--- config.mk ---
export PLATFORM = sky130hd
export DESIGN_NAME = sync_fifo_param
export DESIGN_NICKNAME = d
export VERILOG_FILES = /design/src/rtl/sync_fifo_param.sv
export SDC_FILE = /design/constraint.sdc
export NUM_CORES = 1
export LEC_CHECK = 0
export ABC_AREA = 1
export BUFFER_PORTS_ARGS = -buffer_cell sky130_fd_sc_hd__buf_4
export CAP_MARGIN = 15
export CELL_PAD_IN_SITES_DETAIL_PLACEMENT = 1
export CELL_PAD_IN_SITES_GLOBAL_PLACEMENT = 1
export CORE_MARGIN = 8
export CORE_UTILIZATION = 42
export CTS_CLUSTER_DIAMETER = 150
export DETAILED_ROUTE_END_ITERATION = 16
export GPL_ROUTABILITY_DRIVEN = 0
export PLACE_DENSITY_LB_ADDON = 0.1
export SYNTH_ARGS = -nofsm -noshare
export SYNTH_HDL_FRONTEND = slang
export SYNTH_SLANG_ARGS = --single-unit
export TNS_END_PERCENT = 1
--- constraint.sdc ---
create_clock -name clk -period 2.24 [get_ports clk]
set_input_delay 0.448 -clock clk [delete_from_list [all_inputs] [get_ports clk]]
set_output_delay 0.448 -clock clk [all_outputs]
set_load 0.05 [all_outputs]
--- src/rtl/sync_fifo_param.sv ---
// Parametrised single-clock FIFO. It has an occupancy count, almost-full/almost-empty
// thresholds, a registered read port with a valid strobe, synchronous flush and sticky error flags.
module sync_fifo_param #(
  parameter int unsigned DATA_W    = 8,
  parameter int unsigned DEPTH     = 8,
  parameter int unsigned AF_THRESH = 6,
  parameter int unsigned AE_THRESH = 2
) (
  input  logic                       clk,
  input  logic                       rst_n,
  input  logic                       clr,
  input  logic                       wr_en,
  input  logic [DATA_W-1:0]          wr_data,
  input  logic                       rd_en,
  output logic [DATA_W-1:0]          rd_data,
  output logic                       rd_valid,
  output logic                       full,
  output logic                       empty,
  output logic                       almost_full,
  output logic                       almost_empty,
  output logic [$clog2(DEPTH):0]     count,
  output logic                       overflow,
  output logic                       underflow
);

  localparam int unsigned AW = $clog2(DEPTH);
  localparam int unsigned PW = AW + 1;

  localparam logic [AW:0] ONE_C   = PW'(1);
  localparam logic [AW:0] DEPTH_C = PW'(DEPTH);
  localparam logic [AW:0] AF_C    = PW'(AF_THRESH);
  localparam logic [AW:0] AE_C    = PW'(AE_THRESH);

  logic [DATA_W-1:0] mem [DEPTH];

  logic [AW:0]       wr_ptr_q, wr_ptr_d;
  logic [AW:0]       rd_ptr_q, rd_ptr_d;
  logic [AW:0]       count_q, count_d;
  logic [DATA_W-1:0] rd_data_q, rd_data_d;
  logic              rd_valid_q, rd_valid_d;
  logic              overflow_q, overflow_d;
  logic              underflow_q, underflow_d;

  logic full_w, empty_w;
  logic wr_acc, rd_acc;

  // Flags decode only the registered count, so no input reaches an output combinationally.
  assign full_w  = (count_q == DEPTH_C);
  assign empty_w = (count_q == '0);

  // A flush cycle ignores both requests.
  assign rd_acc = rd_en & ~empty_w & ~clr;
  assign wr_acc = wr_en & (~full_w | rd_acc) & ~clr;

  always_comb begin
    wr_ptr_d    = wr_ptr_q;
    rd_ptr_d    = rd_ptr_q;
    count_d     = count_q;
    rd_data_d   = rd_data_q;
    rd_valid_d  = 1'b0;
    overflow_d  = overflow_q;
    underflow_d = underflow_q;

    if (clr) begin
      wr_ptr_d    = '0;
      rd_ptr_d    = '0;
      count_d     = '0;
      overflow_d  = 1'b0;
      underflow_d = 1'b0;
    end else begin
      if (wr_acc) begin
        wr_ptr_d = wr_ptr_q + ONE_C;
      end
      if (rd_acc) begin
        rd_ptr_d   = rd_ptr_q + ONE_C;
        rd_data_d  = mem[rd_ptr_q[AW-1:0]];
        rd_valid_d = 1'b1;
      end
      if (wr_acc && !rd_acc) begin
        count_d = count_q + ONE_C;
      end else if (rd_acc && !wr_acc) begin
        count_d = count_q - ONE_C;
      end
      if (wr_en && full_w && !rd_acc) begin
        overflow_d = 1'b1;
      end
      if (rd_en && empty_w) begin
        underflow_d = 1'b1;
      end
    end
  end

  always_ff @(posedge clk or negedge rst_n) begin
    if (!rst_n) begin
      wr_ptr_q    <= '0;
      rd_ptr_q    <= '0;
      count_q     <= '0;
      rd_data_q   <= '0;
      rd_valid_q  <= 1'b0;
      overflow_q  <= 1'b0;
      underflow_q <= 1'b0;
    end else begin
      wr_ptr_q    <= wr_ptr_d;
      rd_ptr_q    <= rd_ptr_d;
      count_q     <= count_d;
      rd_data_q   <= rd_data_d;
      rd_valid_q  <= rd_valid_d;
      overflow_q  <= overflow_d;
      underflow_q <= underflow_d;
    end
  end

  // Storage is not reset, so it can map onto block RAM. When the FIFO is full and a
  // read and a write arrive together, both use the same slot and the read returns the old word.
  always_ff @(posedge clk) begin
    if (wr_acc) begin
      mem[wr_ptr_q[AW-1:0]] <= wr_data;
    end
  end

  assign rd_data      = rd_data_q;
  assign rd_valid     = rd_valid_q;
  assign full         = full_w;
  assign empty        = empty_w;
  assign almost_full  = (count_q >= AF_C);
  assign almost_empty = (count_q <= AE_C);
  assign count        = count_q;
  assign overflow     = overflow_q;
  assign underflow    = underflow_q;

endmodule

==> results.tsv <==
metric	value	unit
fin crit period	2000	ps
Required @ worst endpoint	2490	ps
fin nets	377	
top post-synthesis cells by area	edfxtp_1 54%, dfrtp_1 15%, nor2_1 5.9%	
Crit Path Category	reg -> reg	
Final period util	89.3	%
Synth cell types	26	
DRT Pass-1 Iters	4	
data arrival time of the worst path	2250	ps
1st-iter DRT viols	101	
initial core utilization	43.4	%
most frequent cells in the layout	64 x edfxtp_1, 54 x nor2_1, 46 x buf_4	
Max Cap Violations	0	
Chip Height	108	um
max_slew headroom	60.9	%
Slew Limit Fails	0	
Num CTS Buffers	9	
Max FO, Critical Path	6	
crit end category	flip-flop	
vias in the first global route	2635	
power density cells	1190	nW/um^2
CTS sink cnt	85	
ordered list of cells on the worst path	nor2_2 -> nand2_2 -> nand3_4 -> nand3_4 -> ha_1 -> a21oi_2 -> nand3_1 -> nand2_1 -> inv_1 -> nand2_1 -> nand2_1 -> nand2_1 -> nand2_1	
Mapped Nets	331	
sequential share of the synthesized area	68.3	%
Post-synth EDFFs	64	
DP Area	4030	um^2
VDD IR-drop max	0.575	mV
Via density	5.30	
H-tree levels	3	
setup TNS	0	ps
largest net degree at the start of global routing	35	
ys async rst share	24.7	%
Port-buffer cells	31	
Mapped Avg Cell Area	11.4	um^2
Diodes inserted	0	
Tightest Hold Check Type	in -> reg	
CTS tree	yes	
antenna-violating nets left	0	
crit start category	flip-flop	
WL/cell	18.3	um
GR Overflow Total	0	
vias after detailed routing	2485	
Post-CTS Setup Bufs	0	
CP max-delay cell	dfrtp_1	
fmax	500	MHz
most used flip-flop cell after synthesis	edfxtp_1	
Clk Latency, worst-skew pair	350	ps
die extent in x	108	um
RSZ-0062 raised after global routing	false	
outcome	finished, final reports clean	
YS warnings	0	
initial antenna violation count	0	
P&R area growth vs syn	18.9	%
Global Route Usage Sum	15.7	%
WHS	307	ps
endpoints failing hold	0	
Critical Path Max Stage Delay	440	ps
pre-CTS setup slack	152	ps
Final HPWL DP	5.78	mm
Worst path most repeated cell	nand2_1	
root cell of the clock tree	clkbuf_8	
num rows	33	
clk_skew	10.1	ps
CTS max path bufs	2	
final setup violation count	0	
post-synth top area share	53.7	%
Reg clk slew, reported paths	90	ps
first-pass GRT wire length	13.9	mm
fraction of layout cells with a size suffix above 1	21.7	%
DRC viols	0	
Fillers	896	
Worst Tran Pin Value	580	ps
Leakage	1.68	nW
full die area	11700	um^2
fin area	4260	um^2
I/O pin count	32	
Core ar.	8260	um^2
Finished Core Util	51.6	%
commonest non-fill, non-tap cell in the layout	edfxtp_1	
Post-Syn Area	3580	um^2
drt total wl	8.57	mm
final setup margin	240	ps
Post-Synthesis Cells	313	
top cell type by total area after synthesis	edfxtp_1	
flops & latches, synth	85	
==> synth_stat cells (2+ instances only) <==
| cell | n |
|---|---|
| edfxtp_1 | 64 |
| nand3_1 | 22 |
| buf_2 | 4 |
| nand4_1 | 2 |
| nand2_2 | 2 |
| ha_1 | 4 |
| clkbuf_1 | 6 |
| nand3_4 | 2 |
| o21ai_0 | 36 |
| o211ai_1 | 16 |
| nor2_1 | 56 |
| a21oi_1 | 3 |
| dfrtp_1 | 21 |
| inv_1 | 14 |
| buf_6 | 2 |
| nand2_1 | 43 |
| nor3_1 | 4 |
| inv_2 | 4 |
==> final timing paths <==
path | slack (ps) | start | end | cells past startpoint
setup reg to reg | 240 | count[0]$_DFFE_PN0P_ | count[3]$_DFFE_PN0P_ | 13
setup / recovery | 240 | count[0]$_DFFE_PN0P_ | count[3]$_DFFE_PN0P_ | 13
hold / removal | 310 | clr | underflow$_DFFE_PN0P_ | 2
max in group asynchronous | 1500 | rst_n | rd_data[4]$_DFFE_PN0P_ | 2
hold reg to reg | 490 | rd_data[7]$_DFFE_PN0P_ | rd_data[7]$_DFFE_PN0P_ | 2
min in group asynchronous | 510 | rst_n | count[1]$_DFFE_PN0P_ | 2
==> metrics by stage <==
step,power [W],cells
2_1_floorplan,0.00337,313
3_3_place_gp,0.00394,452
3_5_place_dp,0.00397,452
4_1_cts,0.00512,469
5_1_grt,0.00538,469
6_report,0.00507,469
==> logic make-up after synthesis <==
family          after synthesis  share of synthesized area (%)
flops                        85                           68.3
compound gates               58                           9.57
simple gates                132                           15.9
fa+ha+maj                     5                           1.96
xor+xnor                      2                          0.489
buf+inv                      31                           3.81
==> area by class of cell <==
cell class | count | area, um^2 | share of cell area, %
Sequential cell | 85 | 2450 | 57.5
Multi-Input combinational cell | 197 | 1040 | 24.5
Timing Repair Buffer | 47 | 355 | 8.35
Tap cell | 105 | 131 | 3.09
Clock buffer | 9 | 124 | 2.91
Clock inverter | 7 | 86.3 | 2.03
Inverter | 19 | 71.3 | 1.67
==> routing by layer <==
layer  GRT usage, %  up-vias  wire length [um]
li1               -     1189                 -
met1           20.3     1248              3870
met2           25.5       42              4230
met3           3.75        6               397
met4           5.28        0                61
met5              0        -                 0
==> power by group <==
group	switching, W	total [W]	internal, W	leakage, nW
clock	0.000595	0.00114	0.000543	0.105
combinational	0.00138	0.00195	0.000565	0.724
sequential	0.000129	0.00199	0.00186	0.853
==> worst max-delay path, delay by kind of cell (launching register included) <==
family	cells	cell delay, ps
buffers and inverters	1	40
flip-flops	1	440
AO/OA/AOI/OAI	1	170
adder cells (fa/ha/maj)	1	360
AND/OR/NAND/NOR	10	890
==> registers in the layout, summed over array words and instances (netlist names) <==
register	count
mem	64
wr_ptr_q	3
rd_ptr_q	3
rd_data	8
overflow	1
count	4
underflow	1
rd_valid	1
==> what timing repair did <==
item	4_1_cts	5_1_grt
hold buffers	1	0
resized for setup	0	3
hold endpoints to repair	21	0
endpoints found under the setup margin	0	1
(Power assumes the default switching activity.)
